File: config.mk
export PLATFORM = sky130hd
export DESIGN_NAME = xain_rom_dl_sequencer_flat
export DESIGN_NICKNAME = d
export VERILOG_FILES = /design/src/rtl/xain_rom_dl_sequencer_if.sv /design/src/rtl/xain_rom_dl_sequencer.sv /design/src/flat_wrapper.sv
export SDC_FILE = /design/constraint.sdc
export NUM_CORES = 1
export LEC_CHECK = 0
export ABC_AREA = 1
export BUFFER_PORTS_ARGS = -buffer_cell sky130_fd_sc_hd__buf_2
export CAP_MARGIN = 10
export CORE_MARGIN = 8
export CORE_UTILIZATION = 30
export DETAILED_ROUTE_END_ITERATION = 10
export GPL_ROUTABILITY_DRIVEN = 1
export SYNTH_ARGS = -nofsm -noshare
export SYNTH_HDL_FRONTEND = slang
export SYNTH_SLANG_ARGS = --single-unit
File: constraint.sdc
create_clock -name CLK -period 2.7 [get_ports CLK]
set_input_delay 0.405 -clock CLK [delete_from_list [all_inputs] [get_ports CLK]]
set_output_delay 0.405 -clock CLK [all_outputs]
set_load 0.02 [all_outputs]
File: src/rtl/xain_rom_dl_sequencer_if.sv
// Host ROM download stream plus the SDRAM ch3 write port, bundled for the download sequencer.
// The sequencer connects through the slave modport; the host/SDRAM side uses master.
interface xain_rom_dl_sequencer_if;
    logic        ioctl_download;
    logic [15:0] ioctl_index;
    logic        ioctl_wr;
    logic [7:0]  ioctl_data;
    logic        ioctl_wait;
    logic [24:0] sdr_addr;
    logic [15:0] sdr_data;
    logic [1:0]  sdr_be;
    logic        sdr_req;
    logic        sdr_rdy;

    modport master (
        output ioctl_download, ioctl_index, ioctl_wr, ioctl_data, sdr_rdy,
        input  ioctl_wait, sdr_addr, sdr_data, sdr_be, sdr_req
    );
    modport slave (
        input  ioctl_download, ioctl_index, ioctl_wr, ioctl_data, sdr_rdy,
        output ioctl_wait, sdr_addr, sdr_data, sdr_be, sdr_req
    );
endinterface

File: src/rtl/xain_rom_dl_sequencer.sv
// ROM download sequencer: packs index-0 bytes into 16-bit SDRAM writes, routes the tail to six BRAM regions.
// Optional build macro ROM_DL_CHECKSUM_EN adds a running mod-2^16 byte checksum output.
module xain_rom_dl_sequencer #(
    parameter logic [24:0] SDR_LIMIT        = 25'h1C0000,
    parameter int          BRAM_REGION_LOG2 = 15,
    parameter logic [24:0] SDR_BASE         = 25'h000000
) (
    input  logic                   CLK,
    input  logic                   RSTn,
    xain_rom_dl_sequencer_if.slave bus,
    output logic [19:0]            bram_addr,
    output logic [7:0]             bram_data,
    output logic [5:0]             bram_cs,
    output logic                   bram_wr,
    output logic                   busy,
    output logic                   done,
`ifdef ROM_DL_CHECKSUM_EN
    output logic [15:0]            checksum,
`endif
    output logic                   overflow
);

    localparam logic [24:0] REGION_MASK = (25'd1 << BRAM_REGION_LOG2) - 25'd1;

    typedef enum logic [2:0] {
        S_IDLE, S_COLLECT, S_SDR_REQ, S_SDR_WAIT, S_FLUSH, S_DONE
    } state_t;

    state_t      state, state_nxt;
    logic [24:0] offset;
    logic        lo_valid, flushing, skid_vld;
    logic [7:0]  skid_byte;

    logic        in_wait, rdy_evt, start;
    logic        acc_vld, acc_sdr, acc_odd, acc_bram, acc_oor;
    logic [7:0]  acc_byte;
    logic        skid_cap, skid_drop;
    logic [24:0] rel, region;

    assign in_wait = (state == S_SDR_REQ) || (state == S_SDR_WAIT);
    assign rdy_evt = in_wait && bus.sdr_rdy;
    assign start   = (state == S_IDLE) && bus.ioctl_download && (bus.ioctl_index == 16'd0);

    // On write completion the skid byte takes priority over a byte presented in the same cycle.
    always_comb begin
        acc_vld  = 1'b0;
        acc_byte = bus.ioctl_data;
        if (state == S_COLLECT) begin
            acc_vld = bus.ioctl_wr;
        end else if (rdy_evt && !flushing) begin
            if (skid_vld) begin
                acc_vld  = 1'b1;
                acc_byte = skid_byte;
            end else begin
                acc_vld = bus.ioctl_wr;
            end
        end
    end

    assign skid_cap  = in_wait && !rdy_evt && !flushing && bus.ioctl_wr && !skid_vld;
    assign skid_drop = in_wait && !flushing && bus.ioctl_wr && skid_vld;

    assign rel      = offset - SDR_LIMIT;
    assign region   = rel >> BRAM_REGION_LOG2;
    assign acc_sdr  = acc_vld && (offset < SDR_LIMIT);
    assign acc_odd  = acc_sdr && offset[0];
    assign acc_bram = acc_vld && !(offset < SDR_LIMIT) && (region < 25'd6);
    assign acc_oor  = acc_vld && !acc_sdr && !acc_bram;

    always_ff @(posedge CLK) begin
        if (!RSTn) state <= S_IDLE;
        else       state <= state_nxt;
    end

    always_comb begin
        state_nxt = state;
        case (state)
            S_IDLE:    if (start) state_nxt = S_COLLECT;
            S_COLLECT: begin
                if (acc_odd)                  state_nxt = S_SDR_REQ;
                else if (!bus.ioctl_download) state_nxt = S_FLUSH;
            end
            S_SDR_REQ, S_SDR_WAIT: begin
                if (bus.sdr_rdy) begin
                    if (flushing)     state_nxt = S_DONE;
                    else if (acc_odd) state_nxt = S_SDR_REQ;
                    else              state_nxt = S_COLLECT;
                end else begin
                    state_nxt = S_SDR_WAIT;
                end
            end
            S_FLUSH:   state_nxt = lo_valid ? S_SDR_REQ : S_DONE;
            S_DONE:    state_nxt = S_IDLE;
            default:   state_nxt = S_IDLE;
        endcase
    end

    always_comb begin
        bus.sdr_req    = in_wait;
        bus.ioctl_wait = in_wait;
        done           = (state == S_DONE);
        busy           = (state != S_IDLE) || in_wait;
    end

    always_ff @(posedge CLK) begin
        if (skid_cap) skid_byte <= bus.ioctl_data;
    end

    always_ff @(posedge CLK) begin
        if (!RSTn) begin
            offset       <= '0;
            lo_valid     <= 1'b0;
            flushing     <= 1'b0;
            skid_vld     <= 1'b0;
            overflow     <= 1'b0;
            bus.sdr_addr <= '0;
            bus.sdr_data <= '0;
            bus.sdr_be   <= '0;
            bram_addr    <= '0;
            bram_data    <= '0;
            bram_cs      <= '0;
            bram_wr      <= 1'b0;
`ifdef ROM_DL_CHECKSUM_EN
            checksum     <= '0;
`endif
        end else begin
            bram_wr <= 1'b0;
            if (start) begin
                offset   <= '0;
                lo_valid <= 1'b0;
                flushing <= 1'b0;
                skid_vld <= 1'b0;
                overflow <= 1'b0;
`ifdef ROM_DL_CHECKSUM_EN
                checksum <= '0;
`endif
            end
            if (acc_vld) offset <= offset + 25'd1;
            if (acc_sdr && !offset[0]) begin
                bus.sdr_addr <= SDR_BASE + {offset[24:1], 1'b0};
                bus.sdr_data <= {8'h00, acc_byte};
                lo_valid     <= 1'b1;
            end
            if (acc_odd) begin
                bus.sdr_data[15:8] <= acc_byte;
                bus.sdr_be         <= 2'b11;
                lo_valid           <= 1'b0;
            end
            if (acc_bram) begin
                bram_wr   <= 1'b1;
                bram_cs   <= 6'd1 << region[2:0];
                bram_addr <= 20'(rel & REGION_MASK);
                bram_data <= acc_byte;
            end
`ifdef ROM_DL_CHECKSUM_EN
            if (acc_sdr || acc_bram) checksum <= checksum + {8'h00, acc_byte};
`endif
            if (acc_oor || skid_drop) overflow <= 1'b1;
            if (skid_cap)     skid_vld <= 1'b1;
            else if (rdy_evt) skid_vld <= 1'b0;
            // A trailing even byte goes out alone with only the low lane enabled.
            if (state == S_FLUSH && lo_valid) begin
                flushing           <= 1'b1;
                lo_valid           <= 1'b0;
                bus.sdr_be         <= 2'b01;
                bus.sdr_data[15:8] <= 8'h00;
            end
            if (state == S_DONE) flushing <= 1'b0;
        end
    end

endmodule

File: src/flat_wrapper.sv
// flat-port wrapper written by rule: the top's interface ports become plain ports
module xain_rom_dl_sequencer_flat 
#(
    parameter logic [24:0] SDR_LIMIT        = 25'h1C0000,
    parameter int          BRAM_REGION_LOG2 = 15,
    parameter logic [24:0] SDR_BASE         = 25'h000000
)
  (CLK, RSTn, bram_addr, bram_data, bram_cs, bram_wr, busy, done, overflow, bus_ioctl_download, bus_ioctl_index, bus_ioctl_wr, bus_ioctl_data, bus_sdr_rdy, bus_ioctl_wait, bus_sdr_addr, bus_sdr_data, bus_sdr_be, bus_sdr_req);
  xain_rom_dl_sequencer_if bus_i ();
  input  logic CLK;
  input  logic RSTn;
  output logic [19:0] bram_addr;
  output logic [7:0] bram_data;
  output logic [5:0] bram_cs;
  output logic bram_wr;
  output logic busy;
  output logic done;
  output logic overflow;
  input wire logic [$bits(bus_i.ioctl_download)-1:0] bus_ioctl_download;
  input wire logic [$bits(bus_i.ioctl_index)-1:0] bus_ioctl_index;
  input wire logic [$bits(bus_i.ioctl_wr)-1:0] bus_ioctl_wr;
  input wire logic [$bits(bus_i.ioctl_data)-1:0] bus_ioctl_data;
  input wire logic [$bits(bus_i.sdr_rdy)-1:0] bus_sdr_rdy;
  output wire logic [$bits(bus_i.ioctl_wait)-1:0] bus_ioctl_wait;
  output wire logic [$bits(bus_i.sdr_addr)-1:0] bus_sdr_addr;
  output wire logic [$bits(bus_i.sdr_data)-1:0] bus_sdr_data;
  output wire logic [$bits(bus_i.sdr_be)-1:0] bus_sdr_be;
  output wire logic [$bits(bus_i.sdr_req)-1:0] bus_sdr_req;
  assign bus_i.ioctl_download = bus_ioctl_download;
  assign bus_i.ioctl_index = bus_ioctl_index;
  assign bus_i.ioctl_wr = bus_ioctl_wr;
  assign bus_i.ioctl_data = bus_ioctl_data;
  assign bus_i.sdr_rdy = bus_sdr_rdy;
  assign bus_ioctl_wait = bus_i.ioctl_wait;
  assign bus_sdr_addr = bus_i.sdr_addr;
  assign bus_sdr_data = bus_i.sdr_data;
  assign bus_sdr_be = bus_i.sdr_be;
  assign bus_sdr_req = bus_i.sdr_req;
  xain_rom_dl_sequencer #(.SDR_LIMIT(SDR_LIMIT), .BRAM_REGION_LOG2(BRAM_REGION_LOG2), .SDR_BASE(SDR_BASE)) u_core (.CLK(CLK), .RSTn(RSTn), .bus(bus_i), .bram_addr(bram_addr), .bram_data(bram_data), .bram_cs(bram_cs), .bram_wr(bram_wr), .busy(busy), .done(done), .overflow(overflow));
endmodule
* After elaboration in Yosys (flattened, before gate mapping)
Cells that the tools add are included.
** Storage, ports and cells
- Register bits after elaboration :: 112
- Input port bits :: 29
- Output and inout bits :: 83
- Logic and storage cells :: 100
** Operators by class
- Add/sub/neg operators :: 2
- Order comparisons :: 2
- Equal/unequal tests :: 7
- Shift-type cells :: 1
- Mux-type cells :: 27
- Bitwise logic cells :: 1
- Reductions and logical operators :: 44
** Operator list (number)
- $mux 25 :: 2
- $mux 8 :: 4
- $add 25x1->25 const B :: 1
- $lt 25x21->1 const B :: 1
- $sub 25x21->25 const B :: 1
- $logic_and 1x1->1 :: 19
- $mux 3 :: 6
- $logic_not 16->1 :: 1
- $mux 16 :: 1
- $mux 1 :: 12
- $pmux 3 s4 :: 1
- $reduce_bool 2->1 :: 6
- $lt 10x3->1 const B :: 1
- $logic_not 1->1 :: 7
- $eq 3x2->1 const B :: 2
- $eq 3x3->1 const B :: 2
- $reduce_bool 3->1 :: 2
- $reduce_or 2->1 :: 3
- $shl 1x3->6 const A :: 1
- $eq 3x1->1 const B :: 1
- $logic_not 3->1 :: 1
- $logic_or 1x1->1 :: 3
- $ne 3x2->1 const B :: 1
- $reduce_or 3->1 :: 1
- other kinds (4) :: 4

* Logic depth before layout (Yosys ltp)
Gate-level depths: netlist (run 1).
- Word-level depth :: 12
- Depth in mapped cells :: 12

* Worst setup path before layout (run 1)
OpenSTA, ideal clock, no wires.
- Kind :: register to register
- Start point :: register u_core.state[1]
- End point :: register u_core.skid_byte[0], enable pin
- Library setup time :: 0.386 ns
- Data arrival time :: 1.697 ns
- Data required time :: 2.314 ns
- Path slack :: 0.617 ns
- Cell stages (with the launch flop) :: 5
- Period minus slack after synthesis :: 2.083 ns
- Path through :: dfxtp_1 inv_1 nor2_1 nand3_1 nor3_1
** On the way
- Longest elaborated chain between the ends :: 8
- Elaborated cells on any way between the ends :: 9
- Those cells by class :: eq/ne (2); reduce/logical (7)
** Ends and longest elaborated chain
- start: declaration :: line xain_rom_dl_sequencer.sv:29 : state_t state, state_nxt;
- start signal: assignment :: line xain_rom_dl_sequencer.sv:72 : else state <= state_nxt;
- $eq 3x2->1 :: line xain_rom_dl_sequencer.sv:40 : assign in_wait = (state == S_SDR_REQ) || (state == S_SDR_WAIT);
- $logic_or 1x1->1 (*) :: line xain_rom_dl_sequencer.sv:40
- named net bus_ioctl_wait :: line flat_wrapper.sv:24 : output wire logic [$bits(bus_i.ioctl_wait)-1:0] bus_ioctl_wait;
- $logic_and 1x1->1 :: line xain_rom_dl_sequencer.sv:41 : assign rdy_evt = in_wait && bus.sdr_rdy;
- $logic_not 1->1 :: line xain_rom_dl_sequencer.sv:60 : assign skid_cap = in_wait && !rdy_evt && !flushing && bus.ioctl_wr && !skid_vld;
- $logic_and 1x1->1 (*) (4 in a row) :: line xain_rom_dl_sequencer.sv:60
- named net u_core.skid_cap :: line xain_rom_dl_sequencer.sv:37 : logic skid_cap, skid_drop;
- end signal: assignment :: line xain_rom_dl_sequencer.sv:106 : if (skid_cap) skid_byte <= bus.ioctl_data;
- end: declaration :: line xain_rom_dl_sequencer.sv:32 : logic [7:0] skid_byte;
The timed path passes the listed nets; every way through them passes the cells marked *.
A chain may end at the register's enable or synchronous reset.

* Final worst setup path (run 1)
- Start point :: register u_core.offset[18]
- End point :: register u_core.bram_addr[8]
** On the way
- Longest elaborated chain between the ends :: 4
- Elaborated cells on any way between the ends :: 6
- Those cells by class :: add/sub (1); order compare (2); reduce/logical (3)
** Ends and longest elaborated chain
- start: declaration :: line xain_rom_dl_sequencer.sv:30 : logic [24:0] offset;
- start signal: assignment :: line xain_rom_dl_sequencer.sv:138 : if (acc_vld) offset <= offset + 25'd1;
- parallel branches: the longest is 3 deep, another holds $sub 25x21->25
- $logic_and 1x1->1 (*) :: line xain_rom_dl_sequencer.sv:67 : assign acc_bram = acc_vld && !(offset < SDR_LIMIT) && (region < 25'd6);
- end signal: assignment :: line xain_rom_dl_sequencer.sv:152 : bram_addr <= 20'(rel & REGION_MASK);
- end: declaration :: line xain_rom_dl_sequencer.sv:11 : output logic [19:0] bram_addr,
Every way passes the cells marked *.

==> results.sh, run 1 <==
export IMPL_clk_pin_slew_ns=0.08
export IMPL_syn_cell_area_mm2=0.004961
export IMPL_nets=777
export IMPL_powerDensity_mw_per_mm2=525.6
export IMPL_synth_seq_area_share_pct=46.81
export IMPL_chipWidth_um=144.6
export IMPL_dr_pass1_iters=5
export IMPL_register_area_mm2=0.002322
export IMPL_route_detailed_drc=0
export IMPL_wirelength_mm=14.43
export IMPL_vias=4476
export IMPL_cp_cell_sequence="ha_1 -> nor2_1 -> o211ai_1 -> nor4_4 -> nand2_4 -> inv_6 -> nor2_1 -> nor2_1"
export IMPL_whs_ns=0.2250
export IMPL_cp_arrival_ns=2.35
export IMPL_track_usage_pct=13.79
export IMPL_wl_per_cell_um=14.86
export IMPL_status="completed"
export IMPL_htreeDepth=3
export IMPL_yosysWarnings=0
export IMPL_dieHeight_um=144.6
export IMPL_finalMaxSlewViolations=0
export IMPL_hold_viol_final=0
export IMPL_netlist_instances=657
export IMPL_pwr_share_seq_pct=54.2
export IMPL_globalRouteOverflowTotal=0
export IMPL_yosys_cell_types_count=46
export IMPL_grt_max_degree=33
export IMPL_initial_core_util_pct=30.35
export IMPL_ff2ff_setup_slack_ns=0.64
export IMPL_grt_first_pass_wirelength_mm=22.43
export IMPL_crit_path_end_kind="register"
export IMPL_cts_buffer_depth=2
export IMPL_postCtsHoldBufs=0
export IMPL_vias_per_cell=4.610
export IMPL_instances_no_fill=971
export IMPL_power_frac_comb_pct=3.1
export IMPL_swShare_pct=23.81
export IMPL_p_switching_mw=0.7327
export IMPL_grt_pass1_vias=4137
export IMPL_antenna_found_initial=0
export IMPL_io_pins=112
export IMPL_fin_skew_ns=0.01313
export IMPL_start_kind="register"
export IMPL_power_mw=3.078
export IMPL_setup_tns_ns=0
export IMPL_cts_buffers=9
export IMPL_dieArea_mm2=0.02091
export IMPL_synth_most_common_cell="nand2_1"
export IMPL_syn_to_final_growth_pct=18.03
export IMPL_critical_path_depth=8
export IMPL_p_int_mw=2.345
export IMPL_cts_setup_buffers=0
export IMPL_cts_sinks=112
export IMPL_synthFlopType="dfxtp_1"
export IMPL_holdPathStages=1
export IMPL_synth_seq_cells=112
export IMPL_rsz0062_at_grt="false"
export IMPL_ys_top_cells_by_area="dfxtp_1, nand2_1, nor2_1, a21oi_1, edfxtp_1"
export IMPL_fin_crit_ns=2.059
export IMPL_synth_edf_count=8
export IMPL_syn_avg_cell_area_um2=7.551
export IMPL_crit_type="register to register"
export IMPL_ir_worst_vdd_mv=0.3415
export IMPL_ant_nets=0
export IMPL_crit_family="simple AND/OR/NAND/NOR gates"
export IMPL_drv_cap=0
export IMPL_core_area_mm2=0.01635
export IMPL_rr_worst_depth=8
export IMPL_max_slew_worst_pin_slew_ns=0.8181
export IMPL_cpMostUsedCell="nor2_1"
export IMPL_relSlewSlack_pct=45.46
export IMPL_diodes=0
export IMPL_finalWeightedCongestion=0.9051
export IMPL_synthTopCellsByCount="nand2_1, dfxtp_1, nor2_1"
export IMPL_fill_cells=1793
export IMPL_dp_cells=955
export IMPL_multi_input_area_mm2=0.002185
export IMPL_max_freq_mhz=485.8
export IMPL_hp_class="primary input to register"
export IMPL_cts_tree="built"
export IMPL_cp_max_fo=32
export IMPL_critPathBufInv=1
export IMPL_drive_above_1_share_pct=21.17
export IMPL_async_reset_ff_share_pct=0
export IMPL_finalSetupViolCount=0
export IMPL_leakagePower_nw=2.429
export IMPL_slowest_delay_ns=0.47
export IMPL_dpl_hpwl_mm=10.75
export IMPL_numPortBuffers=105
export IMPL_cp_slowest_cell="dfxtp_1"
export IMPL_cts_resized=0
export IMPL_clkLatencyLatePin_ns=0.36
export IMPL_clock_power_share_pct=42.7
export IMPL_yosys_area_top_type_share_pct=41.97
export IMPL_drt_initial_drc_count=325
export IMPL_rows=47
export IMPL_synth_top_cell_by_area="dfxtp_1"
export IMPL_root_buffer="clkbuf_16"
export IMPL_required_ns=2.99
export IMPL_post_route_period_util_pct=76.25
-- area by class of cell --
cell class,count,area share [%]
clock inverter,7,1.047
clock buffer,9,3.846
sequential,112,39.66
multi-input combinational,459,37.31
tap,220,4.701
inverter,53,3.483
timing repair buffer,111,9.957
-- placed cells by master, fill, tap and decap left out, drive strengths merged --
cell type	Yosys	routed
nor2	97	97
clkbuf	12	9
buf	26	111
edfxtp	8	8
nor3	15	15
o31ai	1	1
nand4	10	10
o211ai	3	3
or2	4	4
nor4	6	6
a31oi	2	2
a22oi	2	2
clkinvlp	0	1
a31o	1	1
a211oi	2	2
nand3	26	26
conb	1	6
o22ai	3	3
nand2	152	152
inv	53	56
and3	1	1
ha	2	2
o21ai	62	62
nand3b	1	1
clkinv	0	3
a21oi	63	63
dfxtp	104	104
-- state kept, by name (all words and copies together) (netlist names) --
name / count
u_core.offset: 25
u_core.bus.sdr_addr: 24
u_core.bus.sdr_data: 16
u_core.bram_addr: 15
u_core.bram_data: 8
u_core.skid_byte: 8
u_core.bram_cs: 6
u_core.state: 3
u_core.bus.sdr_be: 2
u_core.bram_wr: 1
u_core.flushing: 1
u_core.lo_valid: 1
u_core.overflow: 1
u_core.skid_vld: 1
-- worst reg2reg max path, stage by stage, from the launching register on --
cell,delay [ns]
dfxtp_1,0.47
ha_1,0.28
nor2_1,0.11
o211ai_1,0.16
nor4_4,0.22
nand2_4,0.30
inv_6,0.30
nor2_1,0.08
nor2_1,0.09
-- logic make-up after synthesis --
group                      after synthesis  share of synthesized area (%)
AOI/OAI and AO/OA                      139                          15.01
adders and majority gates                2                         0.5043
buffers and inverters                   91                          9.534
DFF                                    112                          46.81
other                                    1                        0.07559
and+or+nand+nor                        312                          28.07
-- through the flow --
step                worst slack [ns]  utilization, %  cell area [um^2]
detailed placement            0.6303           34.07              5569
global route                  0.3544           35.82              5856
floorplan                     0.6173               -              4980
CTS                           0.6282           35.82              5856
finish                        0.6414           35.82              5856
global placement              0.6143           34.07              5569
-- metal layers --
| metal | up-vias | track usage, % | share of wire, % |
|---|---|---|---|
| met1 | 2023 | 19.42 | 50 |
| met5 | - | 0 | 0 |
| met4 | 0 | 5.969 | 2.0 |
| met2 | 111 | 19.63 | 43 |
| met3 | 18 | 3.070 | 5.1 |
| li1 | 2324 | - | - |
-- worst paths after layout --
check                           from                       to
max reg2reg        u_core.offset[18]      u_core.bram_addr[8]
max                u_core.offset[18]      u_core.bram_addr[8]
min                bus_ioctl_data[3]      u_core.skid_byte[3]
min reg2reg  u_core.bus.sdr_addr[21]  u_core.bus.sdr_addr[21]
-- power by group through the flow --
stage,logic (mW),registers [mW],clock network [mW]
3_3_place_gp,0.0955,1.71,0
5_1_grt,0.106,1.67,1.41
3_5_place_dp,0.0961,1.71,0
2_1_floorplan,0.0593,1.71,0
6_report,0.0957,1.67,1.31
4_1_cts,0.0964,1.67,1.35
Power figures use the tool's default switching activity.
==> inputs of run 2 (changes only) <==
clock period = 1.75 ns   (was 2.7 ns; I/O delays follow)
==> run 2 against run 1 <==
Non-clock buffer count increased by 56. Critical path depth increased by 2. Clock-buffer cell count increased by 1. Cell area increased by 12%. Global-route usage increased by 0.29 points. Sequential power increased by 54%. Routed wire length increased by 6.5%. Critical endpoint is now u_core.bus.sdr_addr[8]. Largest cell class is now multi-input combinational cells.
==> results.sh, run 2 (synthesis gave the netlist of run 1 again) <==
export IMPL_postCtsHoldBufs=0
export IMPL_pwr_share_seq_pct=51.2
export IMPL_clkLatencyLatePin_ns=0.35
export IMPL_cp_arrival_ns=1.95
export IMPL_grt_max_degree=34
export IMPL_grt_pass1_vias=4370
export IMPL_route_detailed_drc=0
export IMPL_drive_above_1_share_pct=30.26
export IMPL_start_kind="register"
export IMPL_rows=47
export IMPL_fin_skew_ns=0.008744
export IMPL_finalSetupViolCount=0
export IMPL_crit_path_end_kind="register"
export IMPL_track_usage_pct=14.08
export IMPL_setup_tns_ns=0
export IMPL_wl_per_cell_um=14.87
export IMPL_p_int_mw=3.938
export IMPL_syn_to_final_growth_pct=32.18
export IMPL_cp_slowest_cell="dfxtp_1"
export IMPL_final_common_cell="nand2_1"
export IMPL_globalRouteOverflowTotal=0
export IMPL_hold_viol_final=0
export IMPL_root_buffer="clkbuf_16"
export IMPL_io_pins=112
export IMPL_status="completed"
export IMPL_clk_pin_slew_ns=0.08
export IMPL_diodes=0
export IMPL_largest_register_ffs=25
export IMPL_max_freq_mhz=600.0
export IMPL_ant_nets=0
export IMPL_numPortBuffers=105
export IMPL_slowest_delay_ns=0.33
export IMPL_drt_initial_drc_count=259
export IMPL_cp_max_fo=15
export IMPL_chipWidth_um=144.6
export IMPL_postPlaceCellArea_mm2=0.005922
export IMPL_core_area_mm2=0.01635
export IMPL_critPathBufInv=3
export IMPL_fill_cells=1755
export IMPL_dieHeight_um=144.6
export IMPL_fin_crit_ns=1.667
export IMPL_top_register="u_core.offset"
export IMPL_final_cell_area_mm2=0.006558
export IMPL_leakagePower_nw=2.804
export IMPL_clock_power_share_pct=45.6
export IMPL_rsz0062_at_grt="true"
export IMPL_reg_top3="u_core.offset (25), u_core.bus.sdr_addr (24), u_core.bus.sdr_data (16)"
export IMPL_p_switching_mw=1.088
export IMPL_wirelength_mm=15.36
export IMPL_hp_class="primary input to register"
export IMPL_initial_core_util_pct=30.35
export IMPL_antenna_found_initial=0
export IMPL_dp_cells=1001
export IMPL_swShare_pct=21.65
export IMPL_grt_first_pass_wirelength_mm=23.08
export IMPL_instances_no_fill=1033
export IMPL_finalMaxSlewViolations=0
export IMPL_dieArea_mm2=0.02091
export IMPL_vias=4725
export IMPL_vias_per_cell=4.574
export IMPL_powerDensity_mw_per_mm2=766.4
export IMPL_dpl_hpwl_mm=11.00
export IMPL_fin_util_pct=40.11
export IMPL_cts_buffers=9
export IMPL_cts_buffer_depth=2
export IMPL_crit_type="register to register"
export IMPL_htreeDepth=3
export IMPL_finalWeightedCongestion=0.8864
export IMPL_cts_tree="built"
export IMPL_cp_cell_sequence="inv_1 -> nand3_4 -> nand2_1 -> nand2_4 -> nor2_4 -> nand2_2 -> inv_4 -> clkbuf_16 -> o21ai_1 -> a21oi_1"
export IMPL_ir_worst_vdd_mv=0.4491
export IMPL_final_cell_mix="nand2_1, buf_2, dfxtp_1"
export IMPL_cts_sinks=112
export IMPL_power_frac_comb_pct=3.2
export IMPL_nets=839
export IMPL_crit_family="simple AND/OR/NAND/NOR gates"
export IMPL_post_route_period_util_pct=95.24
export IMPL_required_ns=2.04
export IMPL_dr_pass1_iters=5
export IMPL_drv_cap=0
## run 2: changes by cell type in the layout (fill, tap and decap cells not counted), sizes merged
cell / before / now
clkinv: 3 / 2
inv: 56 / 57
clkbuf: 9 / 11
buf: 111 / 166
nand2: 152 / 156
bufinv: 0 / 2
clkinvlp: 1 / 0
## run 2: power by group through the flow
| stage | Sequential, mW | Combinational (mW) | Clock (mW) |
|---|---|---|---|
| floorplan | 2.63 | 0.0916 | 0 |
| global placement | 2.63 | 0.158 | 0 |
| detailed placement | 2.63 | 0.159 | 0 |
| CTS | 2.57 | 0.159 | 2.33 |
| global route | 2.57 | 0.180 | 2.44 |
| finish | 2.57 | 0.162 | 2.29 |
## run 2: metal layers
layer,vias to the layer above,share of wire (%),track usage [%]
met5,-,0,0
li1,2460,-,-
met2,112,44,20.72
met3,12,5.8,4.028
met1,2141,48,19.33
met4,0,1.7,4.491
## run 2: what timing repair did
action / CTS / global route
endpoints found under the setup margin: 27 / 85
pin swaps: 1 / 7
gates resized for setup: 3 / 40
gates cloned: 2 / 5
buffers inserted: 2 / 7
## run 2: final cells by class
cell class                      count  area (um^2)  area share [%]
Timing Repair Buffer              167         1036           15.80
Clock buffer                       10        239.0           3.644
Inverter                           53        219.0           3.339
Multi-Input combinational cell    463         2355           35.91
Sequential cell                   112         2327           35.49
Clock inverter                      6        88.84           1.355
Tap cell                          220        275.3           4.198
Timing Repair inverter              2        17.52          0.2671
## run 2: worst paths after layout
check | from | to | slack [ns] | depth (start not counted)
setup reg to reg | u_core.state[1] | u_core.bus.sdr_addr[8] | 0.08 | 10
hold / removal | bus_ioctl_data[6] | u_core.skid_byte[6] | 0.09 | 1
hold reg to reg | u_core.bus.sdr_addr[24] | u_core.bus.sdr_addr[24] | 0.44 | 2
setup / recovery | u_core.state[1] | u_core.bus.sdr_addr[8] | 0.08 | 10
## run 2: worst reg2reg max path, cell delays in order, from the launching register on
cell and delay (ns):
dfxtp_1 0.33, inv_1 0.15, nand3_4 0.10, nand2_1 0.13
nand2_4 0.14, nor2_4 0.19, nand2_2 0.11, inv_4 0.12
clkbuf_16 0.18, o21ai_1 0.06, a21oi_1 0.11
## run 2: through the flow
stage | total power, mW | worst slack, ns | hold slack (ns)
after floorplan | 2.726 | 0.09097 | 0.3614
after detailed placement | 2.793 | -0.04551 | 0.4247
after global routing | 5.194 | -0.03673 | 0.07838
final | 5.026 | 0.08334 | 0.09234
after global placement | 2.792 | -0.02471 | 0.4243
after CTS | 5.063 | 0.007050 | 0.08196
==> inputs of run 3 (changes only) <==
CORE_UTILIZATION = 49   (was 30)
PLACE_DENSITY = 0.76   (was not set)
==> run 3 against run 2 <==
Clock-buffer cell count fell by 1. Sequential power barely moved. Critical path depth fell by 1. Flip-flop and latch count did not move. Routed wire length fell by 6.1%. Sequential share of layout area rose by 2.2 points. Cell area fell by 5.7%. Clock skew rose by 0.0093 ns. Setup slack got worse by 0.082 ns. First-iteration DRC count rose by 50%. Core utilization rose by 23 points. Largest power group unchanged.
==> results.sh, run 3 (synthesis gave the netlist of run 1 again) <==
export IMPL_status="completed"
export IMPL_cts_tree="built"
export IMPL_finalMaxSlewViolations=0
export IMPL_vias_per_cell=5.242
export IMPL_crit_path_start="u_core.offset[19]"
export IMPL_post_route_period_util_pct=99.93
export IMPL_swShare_pct=24.81
export IMPL_fin_skew_ns=0.01804
export IMPL_final_cell_mix="nand2_1, buf_2, dfxtp_1"
export IMPL_setup_tns_ns=0
export IMPL_antenna_found_initial=0
export IMPL_numPortBuffers=105
export IMPL_nets=823
export IMPL_final_common_cell="nand2_1"
export IMPL_reg_top3="u_core.offset (25), u_core.bus.sdr_addr (24), u_core.bus.sdr_data (16)"
export IMPL_min_from="bus_ioctl_data[3]"
export IMPL_core_area_mm2=0.009819
export IMPL_drive_above_1_share_pct=28.36
export IMPL_clk_pin_slew_ns=0.11
export IMPL_finalWeightedCongestion=0.9575
export IMPL_leakagePower_nw=2.694
export IMPL_grt_pass1_vias=4544
export IMPL_ir_worst_vdd_mv=0.3568
export IMPL_finalSetupViolCount=0
export IMPL_powerDensity_mw_per_mm2=685.7
export IMPL_ff2ff_setup_slack_ns=0.001
export IMPL_rsz0062_at_grt="true"
export IMPL_reg2reg_from="u_core.offset[19]"
export IMPL_p_int_mw=3.187
export IMPL_required_ns=2.07
export IMPL_postCtsHoldBufs=0
export IMPL_largest_register_ffs=25
export IMPL_cts_sinks=112
export IMPL_globalRouteOverflowTotal=0
export IMPL_diodes=0
export IMPL_drt_initial_drc_count=389
export IMPL_htreeDepth=3
export IMPL_root_buffer="clkbuf_8"
export IMPL_crit_path_end_kind="register"
export IMPL_syn_to_final_growth_pct=24.62
export IMPL_initial_core_util_pct=50.52
export IMPL_crit_type="register to register"
export IMPL_cp_max_fo=15
export IMPL_max_slew_worst_pin_slew_ns=0.6032
export IMPL_hp_class="primary input to register"
export IMPL_timing_rr_end="u_core.bram_cs[3]"
export IMPL_clock_power_share_pct=35.4
export IMPL_relSlewSlack_pct=59.75
export IMPL_wl_per_cell_um=15.51
export IMPL_cp_arrival_ns=2.07
export IMPL_hold_viol_final=0
export IMPL_vias=4875
export IMPL_holdPathStages=1
export IMPL_power_frac_comb_pct=3.9
export IMPL_p_switching_mw=1.052
export IMPL_max_freq_mhz=571.8
export IMPL_chipWidth_um=116.6
export IMPL_grt_max_degree=36
export IMPL_wirelength_mm=14.43
export IMPL_io_pins=112
export IMPL_track_usage_pct=20.83
export IMPL_start_kind="register"
export IMPL_rows=36
export IMPL_dieArea_mm2=0.01360
export IMPL_grt_first_pass_wirelength_mm=22.28
export IMPL_fin_crit_ns=1.749
export IMPL_top_register="u_core.offset"
export IMPL_rr_worst_depth=9
export IMPL_drv_cap=0
export IMPL_whs_ns=0.05995
export IMPL_dr_pass1_iters=5
export IMPL_ant_nets=0
export IMPL_dpl_hpwl_mm=10.74
export IMPL_pwr_share_seq_pct=60.7
export IMPL_clkLatencyLatePin_ns=0.39
export IMPL_dieHeight_um=116.6
export IMPL_cts_buffers=9
export IMPL_route_detailed_drc=0
export IMPL_cts_buffer_depth=2
export IMPL_worstHoldEndpoint="u_core.skid_byte[3]"
==> run 3: cell types whose count changed in the layout (fill, tap and decap cells not counted), sizes merged <==
cell | before | now
inv | 57 | 59
buf | 166 | 155
clkinv | 2 | 1
bufinv | 2 | 0
nand2 | 156 | 152
==> run 3: power groups by stage <==
stage / logic, mW / clock network (mW) / registers, mW
floorplan: 0.0916 / 0 / 2.63
global placement: 0.155 / 0 / 2.63
detailed placement: 0.161 / 0 / 2.63
CTS: 0.161 / 1.53 / 2.58
global route: 0.181 / 1.63 / 2.57
finish: 0.165 / 1.50 / 2.57
==> run 3: worst max-delay path: stages, from the launching register on <==
cell and delay [ns]:
dfxtp_2 0.39, ha_4 0.21, nor2_2 0.12, o211ai_1 0.14
nor4_4 0.20, nand2_4 0.15, buf_12 0.18, nor2_4 0.13
nand3_1 0.09, nand2_1 0.07
==> run 3: final cells by class <==
cell class	count	area, um^2
tap	133	166.4
clock inverter	7	60.06
fill	899	3637
clock buffer	9	123.9
sequential	112	2332
timing repair buffer	157	1012
inverter	53	211.5
multi-input combinational	459	2276
==> run 3: per-layer routing <==
layer  up-vias  global-route usage, %  wire length [um]
li1       2420                      -                 -
met3        20                  3.568              1199
met2       211                  32.09              6539
met4         0                  9.215               272
met5         -                      0                 0
met1      2224                  28.04              6414
==> run 3: through the flow <==
stage / utilization [%] / setup WS [ns] / std cells / instance area [um^2] / total power, mW
after floorplan: - / 0.09097 / 662 / 4987 / 2.726
after detailed placement: 59.07 / -0.03729 / 909 / 5801 / 2.795
final: 62.96 / 0.001234 / 930 / 6182 / 4.239
after global routing: 62.96 / -0.1181 / 930 / 6182 / 4.383
after CTS: 61.10 / 0.01425 / 926 / 6000 / 4.266
after global placement: 59.07 / 0.01788 / 909 / 5801 / 2.790
==> run 3: worst max-delay path by stage <==
stage / endpoint
after detailed placement: u_core.offset[21]
after global placement: u_core.offset[12]
after floorplan: u_core.skid_byte[0]
after global routing: u_core.bram_cs[3]
final: u_core.bram_cs[3]
after CTS: u_core.offset[12]
==> run 3: repair_timing <==
| action | 4_1_cts | 5_1_grt |
|---|---|---|
| gates resized for setup | 2 | 37 |
| setup buffers | 1 | 2 |
| pin swaps | 1 | 4 |
| gates cloned | 0 | 2 |
| endpoints found under the setup margin | 13 | 76 |
